### config.mk
export PLATFORM = sky130hd
export DESIGN_NAME = lutram_fifo_controller
export DESIGN_NICKNAME = d
export VERILOG_FILES = /design/src/rtl/lutram_fifo_controller.sv
export SDC_FILE = /design/constraint.sdc
export NUM_CORES = 1
export LEC_CHECK = 0
export ABC_AREA = 0
export BUFFER_PORTS_ARGS = -buffer_cell sky130_fd_sc_hd__buf_2
export CAP_MARGIN = 20
export CORE_ASPECT_RATIO = 1.75
export CORE_UTILIZATION = 50
export DETAILED_ROUTE_END_ITERATION = 8
export HOLD_SLACK_MARGIN = 0.12
export PLACE_DENSITY_LB_ADDON = 0.2
export SYNTH_ARGS = -nofsm -noshare
export SYNTH_HDL_FRONTEND = slang
export SYNTH_SLANG_ARGS = --single-unit
### constraint.sdc
create_clock -name clk_in -period 8.9 [get_ports clk_in]
set_clock_uncertainty 0.1 [all_clocks]
set_input_delay 1.78 -clock clk_in [delete_from_list [all_inputs] [get_ports clk_in]]
set_output_delay 1.78 -clock clk_in [all_outputs]
set_load 0.1 [all_outputs]
### src/rtl/lutram_fifo_controller.sv
// FIFO control stage in front of a dual-port LUTRAM: pointer/occupancy management,
// prefetch into a 2-entry skid buffer to hide the 1-cycle read latency.
module lutram_fifo_controller #(
  parameter int SINGLE_ENTRY_WIDTH_IN_BITS = 64,
  parameter int NUM_SET                    = 64,
  parameter int SET_PTR_WIDTH_IN_BITS      = $clog2(NUM_SET),
  parameter int WRITE_MASK_LEN             = SINGLE_ENTRY_WIDTH_IN_BITS / 8,
  parameter int COUNT_WIDTH_IN_BITS        = $clog2(NUM_SET + 3)
) (
  input  logic                                  clk_in,
  input  logic                                  reset_in,
  input  logic                                  request_valid_in,
  input  logic [SINGLE_ENTRY_WIDTH_IN_BITS-1:0] request_data_in,
  output logic                                  request_ready_out,
  output logic                                  response_valid_out,
  output logic [SINGLE_ENTRY_WIDTH_IN_BITS-1:0] response_data_out,
  input  logic                                  response_ready_in,
  output logic                                  write_port_access_en_out,
  output logic [WRITE_MASK_LEN-1:0]             write_port_write_en_out,
  output logic [SET_PTR_WIDTH_IN_BITS-1:0]      write_port_access_set_addr_out,
  output logic [SINGLE_ENTRY_WIDTH_IN_BITS-1:0] write_port_data_out,
  output logic                                  read_port_access_en_out,
  output logic [SET_PTR_WIDTH_IN_BITS-1:0]      read_port_access_set_addr_out,
  input  logic [SINGLE_ENTRY_WIDTH_IN_BITS-1:0] read_port_data_in,
  input  logic                                  read_port_valid_in,
  output logic [COUNT_WIDTH_IN_BITS-1:0]        occupancy_out,
  output logic                                  error_out
);

  localparam int LUT_CNT_W = $clog2(NUM_SET + 1);
  localparam logic [LUT_CNT_W-1:0] LUT_FULL = LUT_CNT_W'(NUM_SET);

  logic [SET_PTR_WIDTH_IN_BITS-1:0]      wptr_r, rptr_r;
  logic [LUT_CNT_W-1:0]                  lut_cnt_r, lut_cnt_next_s;
  logic [1:0]                            skid_cnt_r, skid_cnt_next_s;
  logic [SINGLE_ENTRY_WIDTH_IN_BITS-1:0] skid_head_r, skid_tail_r;
  logic [COUNT_WIDTH_IN_BITS-1:0]        occ_r;
  logic                                  inflight_r, ready_r, valid_r, error_r;
  logic                                  accept_s, issue_s, pop_s, capture_s;

  // Handshake decode; the issue test counts a same-cycle pop as a freed slot so
  // the prefetch keeps pace with a consumer that is always ready.
  always_comb begin
    accept_s  = request_valid_in & ready_r;
    pop_s     = valid_r & response_ready_in;
    capture_s = inflight_r;
    issue_s   = (lut_cnt_r != {LUT_CNT_W{1'b0}}) &&
                (({1'b0, skid_cnt_r} + {2'b00, inflight_r} - {2'b00, pop_s}) < 3'd2);
  end

  // Next LUTRAM occupancy and next skid fill level.
  always_comb begin
    lut_cnt_next_s = lut_cnt_r;
    case ({accept_s, issue_s})
      2'b10:   lut_cnt_next_s = lut_cnt_r + LUT_CNT_W'(1);
      2'b01:   lut_cnt_next_s = lut_cnt_r - LUT_CNT_W'(1);
      default: lut_cnt_next_s = lut_cnt_r;
    endcase
    skid_cnt_next_s = skid_cnt_r;
    case ({capture_s, pop_s})
      2'b10:   skid_cnt_next_s = skid_cnt_r + 2'd1;
      2'b01:   skid_cnt_next_s = skid_cnt_r - 2'd1;
      default: skid_cnt_next_s = skid_cnt_r;
    endcase
  end

  // LUTRAM port drive; everything is zero when the port is idle.
  always_comb begin
    write_port_access_en_out       = accept_s;
    write_port_write_en_out        = {WRITE_MASK_LEN{accept_s}};
    write_port_access_set_addr_out = accept_s ? wptr_r : {SET_PTR_WIDTH_IN_BITS{1'b0}};
    write_port_data_out            = accept_s ? request_data_in
                                              : {SINGLE_ENTRY_WIDTH_IN_BITS{1'b0}};
    read_port_access_en_out        = issue_s;
    read_port_access_set_addr_out  = issue_s ? rptr_r : {SET_PTR_WIDTH_IN_BITS{1'b0}};
  end

  // Pointers, counters, ready and the sticky read-error flag.
  always_ff @(posedge clk_in or negedge reset_in) begin
    if (!reset_in) begin
      wptr_r     <= {SET_PTR_WIDTH_IN_BITS{1'b0}};
      rptr_r     <= {SET_PTR_WIDTH_IN_BITS{1'b0}};
      lut_cnt_r  <= {LUT_CNT_W{1'b0}};
      occ_r      <= {COUNT_WIDTH_IN_BITS{1'b0}};
      inflight_r <= 1'b0;
      ready_r    <= 1'b0;
      error_r    <= 1'b0;
    end else begin
      if (accept_s) wptr_r <= wptr_r + SET_PTR_WIDTH_IN_BITS'(1);
      if (issue_s)  rptr_r <= rptr_r + SET_PTR_WIDTH_IN_BITS'(1);
      lut_cnt_r  <= lut_cnt_next_s;
      ready_r    <= (lut_cnt_next_s < LUT_FULL);
      inflight_r <= issue_s;
      error_r    <= error_r | (capture_s & (read_port_valid_in != 1'b1));
      case ({accept_s, pop_s})
        2'b10:   occ_r <= occ_r + COUNT_WIDTH_IN_BITS'(1);
        2'b01:   occ_r <= occ_r - COUNT_WIDTH_IN_BITS'(1);
        default: occ_r <= occ_r;
      endcase
    end
  end

  // Two-entry skid buffer; head is always the oldest entry.
  always_ff @(posedge clk_in or negedge reset_in) begin
    if (!reset_in) begin
      skid_head_r <= {SINGLE_ENTRY_WIDTH_IN_BITS{1'b0}};
      skid_tail_r <= {SINGLE_ENTRY_WIDTH_IN_BITS{1'b0}};
      skid_cnt_r  <= 2'd0;
      valid_r     <= 1'b0;
    end else begin
      skid_cnt_r <= skid_cnt_next_s;
      valid_r    <= (skid_cnt_next_s != 2'd0);
      case ({capture_s, pop_s})
        2'b11: begin
          if (skid_cnt_r == 2'd2) begin
            skid_head_r <= skid_tail_r;
            skid_tail_r <= read_port_data_in;
          end else begin
            skid_head_r <= read_port_data_in;
          end
        end
        2'b10: begin
          if (skid_cnt_r == 2'd0) skid_head_r <= read_port_data_in;
          else                    skid_tail_r <= read_port_data_in;
        end
        2'b01:   skid_head_r <= skid_tail_r;
        default: skid_head_r <= skid_head_r;
      endcase
    end
  end

  assign request_ready_out  = ready_r;
  assign response_valid_out = valid_r;
  assign response_data_out  = skid_head_r;
  assign occupancy_out      = occ_r;
  assign error_out          = error_r;

endmodule

==> results of run 1 <==
==> path summary, 6_finish.rpt <==
path | end | slack (ns) | depth (start not counted)
max reg2reg | lut_cnt_r[4] | 4.56 | 14
min | wptr_r[2] | 0.37 | 1
min in group asynchronous | occupancy_out[5] | 1.31 | 1
max | read_port_access_set_addr_out[2] | 2.87 | 9
min reg2reg | wptr_r[2] | 0.37 | 1
max in group asynchronous | skid_tail_r[29] | 5.96 | 2
==> cell type report <==
cell class	count	area [um2]	share of cell area, %
clock buffer	17	425.4	3.764
timing repair buffer	305	1605	14.21
multi-input combinational	782	4773	42.24
clock inverter	15	161.4	1.428
sequential	160	4004	35.43
inverter	9	33.78	0.2989
tap	234	292.8	2.591
antenna	2	5.005	0.04429
==> stage by stage <==
stage	cells	worst slack, ns	cell area (um2)
after detailed placement	1488	2.869	10650
after floorplan	1045	2.443	9233
after CTS	1520	2.852	11240
after global placement	1488	2.915	10650
final	1524	2.867	11300
after global routing	1524	2.709	11300
==> logic make-up (layout without fill, tap and decap cells) <==
kind of cell             count (synthesis)  in the layout  synth area share [%]
buffers and inverters                  103            346                 5.231
AND/OR/NAND/NOR                        446            446                 21.33
other                                    0              2                     0
AO/OA/AOI/OAI                          223            223                 14.62
multiplexers                            69             69                 10.42
flip-flops                             160            160                 43.37
XOR/XNOR                                27             27                 2.561
adder cells (fa/ha/maj)                 17             17                 2.466
==> cell usage after synthesis (all sizes together) (5+ instances only) <==
| library cell | number | area, um2 |
|---|---|---|
| inv | 9 | 33.78 |
| a21oi | 7 | 38.79 |
| nand2b | 5 | 31.28 |
| mux2 | 67 | 942.2 |
| clkbuf | 50 | 187.7 |
| buf | 44 | 261.5 |
| nand2 | 333 | 1250 |
| and3 | 70 | 437.9 |
| and2 | 7 | 43.79 |
| dfrtp | 160 | 4004 |
| xnor2 | 13 | 113.9 |
| ha | 15 | 187.7 |
| o21ai | 135 | 675.7 |
| a22oi | 63 | 473.0 |
| xor2 | 14 | 122.6 |
| nand3 | 5 | 25.02 |
==> registers in the layout (all words and copies together), names as in the netlist, named ones only <==
signal,cells
response_data_out,64
skid_tail_r,64
occupancy_out,7
lut_cnt_r,6
rptr_r,6
wptr_r,6
skid_cnt_r,2
capture_s,1
error_out,1
request_ready_out,1
response_valid_out,1
==> worst register-to-register path, stage by stage, from the launching register on <==
cell and delay [ns]:
dfrtp_1 0.45, and3b_2 0.26, buf_4 0.61, fa_1 0.33
xor2_1 0.07, a211oi_1 0.23, buf_4 0.23, ha_1 0.51
xor2_1 0.19, ha_1 0.22, or3_1 0.12, a21oi_1 0.09
or4b_1 0.51, a21oi_1 0.18, xor2_1 0.15
==> metal layers <==
metal	vias to the layer above	track usage, %	wire length, um
met5	-	0	27
met4	4	9.408	433
met3	33	5.815	1381
met2	259	42.41	11700
met1	3816	32.00	10370
li1	4013	-	-
==> metrics.md, run 1 <==
| Metric | Value |
|---|---|
| Grt total ovfl | 0 |
| Die Y | 181.8 um |
| Syn avg cell area | 8.835 um2 |
| Commonest non-fill, non-tap cell in the layout | nand2_1 |
| Total global-route track usage | 25.38% |
| FILL cells | 1611 |
| Max_cap viols | 0 |
| Post-CTS Setup Bufs | 0 |
| CP top delay family | buffers and inverters |
| EDFF count, synth | 0 |
| Worst Setup End Kind | primary output |
| Worst r2r src | capture_s |
| CP cell instances | buf_2, and3b_2, buf_4, fa_1, xor2_1, a211oi_1, buf_4, and2_1, buf_2 |
| IO Pins | 293 |
| Asr flop ratio synth | 100.0% |
| Clock Tree Root | clkbuf_16 |
| Pre-antenna DRT Iters | 5 |
| Antenna-violating nets left | 0 |
| DR WL/cell | 15.69 um |
| Drt total wl | between 20 and 25 mm |
| Nets@finish | 1425 |
| Full die area | 0.01903 mm2 |
| # rows | 65 |
| Buf/Inv on CP | 4 |
| Mapped Area | 0.009233 mm2 |
| Synthesized instance count | approximately 1000 |
| Worst-Margin Slew | around 0.89 ns |
| YS warnings | 0 |
| Largest net degree at the start of global routing | 130 |
| Initial DRC count | 486 |
| CTS Buffer Depth | 2 |
| RSZ-0062 raised after global routing | no |
| Sequential share of the synthesized area | 43.37% |
| Final hold slack | 0.3696 ns |
| GPL Wtd Cong | 0.8235 |
| First-pass GRT wire length | 38.50 mm |
| Setup-failing EPs final | 0 |
| Core area | 0.01805 mm2 |
| H-tree levels | 4 |
| Vias per Instance | 5.331 |
| Vias in the first global route | 7666 |
| Die Width | 104.7 um |
| # hold bufs at CTS | 0 |
| CP max stage delay | 0.51 ns |
| Clk sinks | 160 |
| Critical path class | in2out |
| Post-synthesis cell type count | between 50 and 60 |
| Ys flop type | dfrtp_1 |
| FF+latch count, synth | 160 |
| Most frequent cells in the layout | nand2_1 (333), buf_2 (291), dfrtp_1 (160), o21ai_0 (135), and3_1 (70) |
| CP required | 7.02 ns |
| Hold_sp | wptr_r[2] |
| CTS tree | done |
| Drt drc | 0 |
| Clock transition at the registers of the reported paths | 0.06 ns |
| Later-pin clock latency in the skew report | 0.43 ns |
| Critical path arrival | 4.15 ns |
| Vias | 8125 |
| Setup crit start | response_ready_in |
| Post-CTS resize count | 0 |
| Final Hold Fails | 0 |
| Slew HR | between 40% and 50% |
| Max Slew Vio Count | 0 |
| Synthesis-to-finish area growth | 22.40% |
| Initial antenna violation count | 5 |
| Fmax | 165.8 MHz |
| CP max-delay cell | fa_1 |
| Crit path max fanout | 66 |
| Final period demand of the worst path | 6.033 ns |
| Initial Utilization | 51.14% |
| Cts bufs inserted | 17 |
| CP Launch Type | primary input |
| # port buffers | 292 |
| Fin Setup TNS | 0 ns |
| Final core utilization | 62.59% |
| Outcome | finished clean |
| Layout cell share with drive strength beyond 1 | 32.45% |
| Detailed placement HPWL | 15.47 mm |
| HP Class | reg2reg |
| Post-Syn Nets | about 1200 |
| Tcrit/Tclk final | 67.78% |
Power of run 1 is not shown: default switching activity piles up to over one toggle a cycle in this logic, so the estimate is an artifact.
==> run 2, diff against run 1 <==
--- a/config.mk
+++ b/config.mk
@@ -5,7 +5,7 @@
 export SDC_FILE = /design/constraint.sdc
 export NUM_CORES = 1
 export LEC_CHECK = 0
-export ABC_AREA = 0
+export ABC_AREA = 1
 export BUFFER_PORTS_ARGS = -buffer_cell sky130_fd_sc_hd__buf_2
 export CAP_MARGIN = 20
 export CORE_ASPECT_RATIO = 1.75
==> constraint.sdc (replaced) <==
create_clock -name clk_in -period 5.8 [get_ports clk_in]
set_clock_uncertainty 0.1 [all_clocks]
set_input_delay 1.16 -clock clk_in [delete_from_list [all_inputs] [get_ports clk_in]]
set_output_delay 1.16 -clock clk_in [all_outputs]
set_load 0.1 [all_outputs]
==> run 2 against run 1 <==
Compared with the run above: count of clock-buffer cells in the layout increased by 1; worst hold slack improved by 0.0026 ns; synthesized cell count increased by 20%; synthesized area rose by 3.7%; die area grew 3.7%; non-clock buffer count down 1; design area increased by 3.0%; global-route usage grew 1.9 points; register-to-register slack lost 2.7 ns; critical endpoint is now read_port_access_set_addr_out[0]; largest cell class unchanged.
==> metrics.md, run 2 <==
| Metric | Value |
|---|---|
| Outcome | finished clean |
| YS warnings | 0 |
| Vias in the first global route | 8661 |
| Worst r2r src | capture_s |
| Post-CTS resize count | 0 |
| Mapped Area | 0.009575 mm2 |
| Slew HR | a little over a third |
| Nets@finish | between 1500 and 2000 |
| Cts bufs inserted | 17 |
| Crit path max fanout | 14 |
| Vias per Instance | around 5.3 |
| CP Launch Type | primary input |
| Post-synthesis cell type count | 35 |
| Core area | 0.01866 mm2 |
| Synthesized instance count | 1255 |
| Clock Tree Root | clkbuf_16 |
| Asr flop ratio synth | 100.0% |
| Worst-Margin Slew | 0.9792 ns |
| Fin Setup TNS | 0 ns |
| Area share of the largest cell type after synthesis | 41.81% |
| Tcrit/Tclk final | between 80% and 90% |
| # rows | 66 |
| CTS tree | done |
| Antenna-violating nets left | 0 |
| Syn avg cell area | 7.630 um2 |
| # hold bufs at CTS | 0 |
| RSZ-0062 raised after global routing | no |
| DR WL/cell | 15.16 um |
| Count leader, synth | nand2_1 |
| Post-Syn Nets | 1405 |
| Drt drc | 0 |
| Fmax | 206.8 MHz |
| R2R setup slack | 1.85 ns |
| Commonest non-fill, non-tap cell in the layout | buf_2 |
| Initial DRC count | 469 |
| Final period demand of the worst path | around 4.8 ns |
| Final hold slack | around 0.37 ns |
| Total global-route track usage | 27.28% |
| Worst Setup End Kind | primary output |
| IO Pins | 293 |
| Crit-path most repeated cell | inv_1 |
| CP required | between 4 and 5 ns |
| Cell Count, Final, Fillers Out | 1741 |
| CP max stage delay | 0.56 ns |
| Setup-failing EPs final | 0 |
| Synth Area in Compound Gates | between 20% and 30% |
| Synthesis-to-finish area growth | 21.51% |
| FF+latch count, synth | 160 |
| CP max-delay cell | ha_2 |
| Drt total wl | approximately 26 mm |
| HP Class | reg2reg |
| EDFF count, synth | 0 |
| GPL Wtd Cong | between 0.8 and 0.9 |
| Full die area | 0.01973 mm2 |
| Final core utilization | between 60% and 70% |
| Placed cell count | 1704 |
| Critical path arrival | ~3.6 ns |
| Post-synthesis adder-cell area fraction | 2.378% |
| Post-CTS Setup Bufs | 0 |
| Max_cap viols | 0 |
| Post-Synth Simple-Gate Area | 18.38% |
| Detailed placement HPWL | 17.25 mm |
| # port buffers | roughly 300 |
| XOR/XNOR Fraction of Synth Area | about 1.4% |
| CP cell instances | buf_2, nand2_2, ha_2, ha_1, inv_1, fa_1, o21ai_0, a21oi_1, o21a_1, inv_1, nor2_1, buf_12 |
| Vias | a little over 9000 |
| Max Slew Vio Count | 0 |
| Grt total ovfl | 0 |
| Portion of netlist area occupied by mux cells | 0% |
| Initial antenna violation count | 4 |
| Clk sinks | 160 |
| Buf/Inv on CP | 4 |
| Die Width | roughly 110 um |
| Ys flop type | dfrtp_1 |
| Later-pin clock latency in the skew report | 0.43 ns |
| Final Hold Fails | 0 |
| Largest net degree at the start of global routing | 129 |
| Critical path class | in2out |
| Clock transition at the registers of the reported paths | 0.06 ns |
| Synth top cells by count | nand2_1 (253), inv_1 (172), dfrtp_1 (160) |
| Pre-antenna DRT Iters | 5 |
| CP top delay family | adder cells |
| Most frequent cells in the layout | buf_2 (285), nand2_1 (252), inv_1 (172), dfrtp_1 (160), o21ai_0 (144) |
| Largest family of logic cells by synthesized area | compound AO/OA/AOI/OAI gates |
| CTS Buffer Depth | 2 |
| Sequential share of the synthesized area | 41.81% |
| Layout cell share with drive strength beyond 1 | ~28% |
| First-pass GRT wire length | ~43 mm |
| Initial Utilization | 51.31% |
| H-tree levels | 4 |
| Ranking of synthesized cells by area | dfrtp_1 (42%), nand2_1 (9.9%), o21ai_0 (7.5%), inv_1 (6.7%), o21ai_2 (5.9%) |
| Hold_sp | wptr_r[4] |
| FILL cells | approximately 1700 |
| Largest area contributor in the netlist | dfrtp_1 |
| Setup crit start | response_ready_in |
| Die Y | 185.1 um |
==> run 2: final timing paths <==
kind | cells after the start | to
setup / recovery | 12 | read_port_access_set_addr_out[0]
hold / removal | 1 | wptr_r[4]
setup reg to reg | 22 | lut_cnt_r[4]
hold reg to reg | 1 | wptr_r[4]
max in group asynchronous | 2 | skid_tail_r[61]
min in group asynchronous | 1 | skid_tail_r[12]
==> run 2: routing by layer <==
metal / GRT usage (%) / vias up / part of all wire, %
met5: 0 / - / 0.030
met4: 9.479 / 2 / 1.6
met3: 5.595 / 29 / 5.8
met2: 50.76 / 294 / 53
met1: 30.35 / 4309 / 39
li1: - / 4543 / -
==> run 2: cell type report <==
type,count,area (um2),share of cell area (%)
Timing Repair Buffer,304,1680,14.44
Inverter,175,659.4,5.667
Clock inverter,14,155.1,1.333
Tap cell,238,297.8,2.559
Multi-Input combinational cell,828,4399,37.81
Clock buffer,18,429.2,3.689
Antenna cell,4,10.01,0.08603
Sequential cell,160,4004,34.41
==> run 2: kinds of logic after synthesis <==
| group | Yosys count |
|---|---|
| AO/OA/AOI/OAI | 365 |
| XOR/XNOR | 15 |
| adder cells (fa/ha/maj) | 17 |
| buffers and inverters | 267 |
| flip-flops | 160 |
| AND/OR/NAND/NOR | 431 |
==> run 2: per-stage QoR <==
step	setup WS [ns]	instance area [um2]
finish	0.9642	11630
global route	0.7912	11630
CTS	0.9528	11600
detailed placement	0.9698	11010
global placement	1.009	11010
floorplan	0.5324	9575
==> run 2: worst register-to-register path, delay by kind of cell (launching register included) <==
kind | cells | cell delay [ns]
AOI/OAI and AO/OA | 4 | 0.53
adders and majority gates | 5 | 1.74
buffers and inverters | 6 | 0.57
DFF | 1 | 0.36
and+or+nand+nor | 7 | 0.54
Power of run 2 is left out for the same reason.
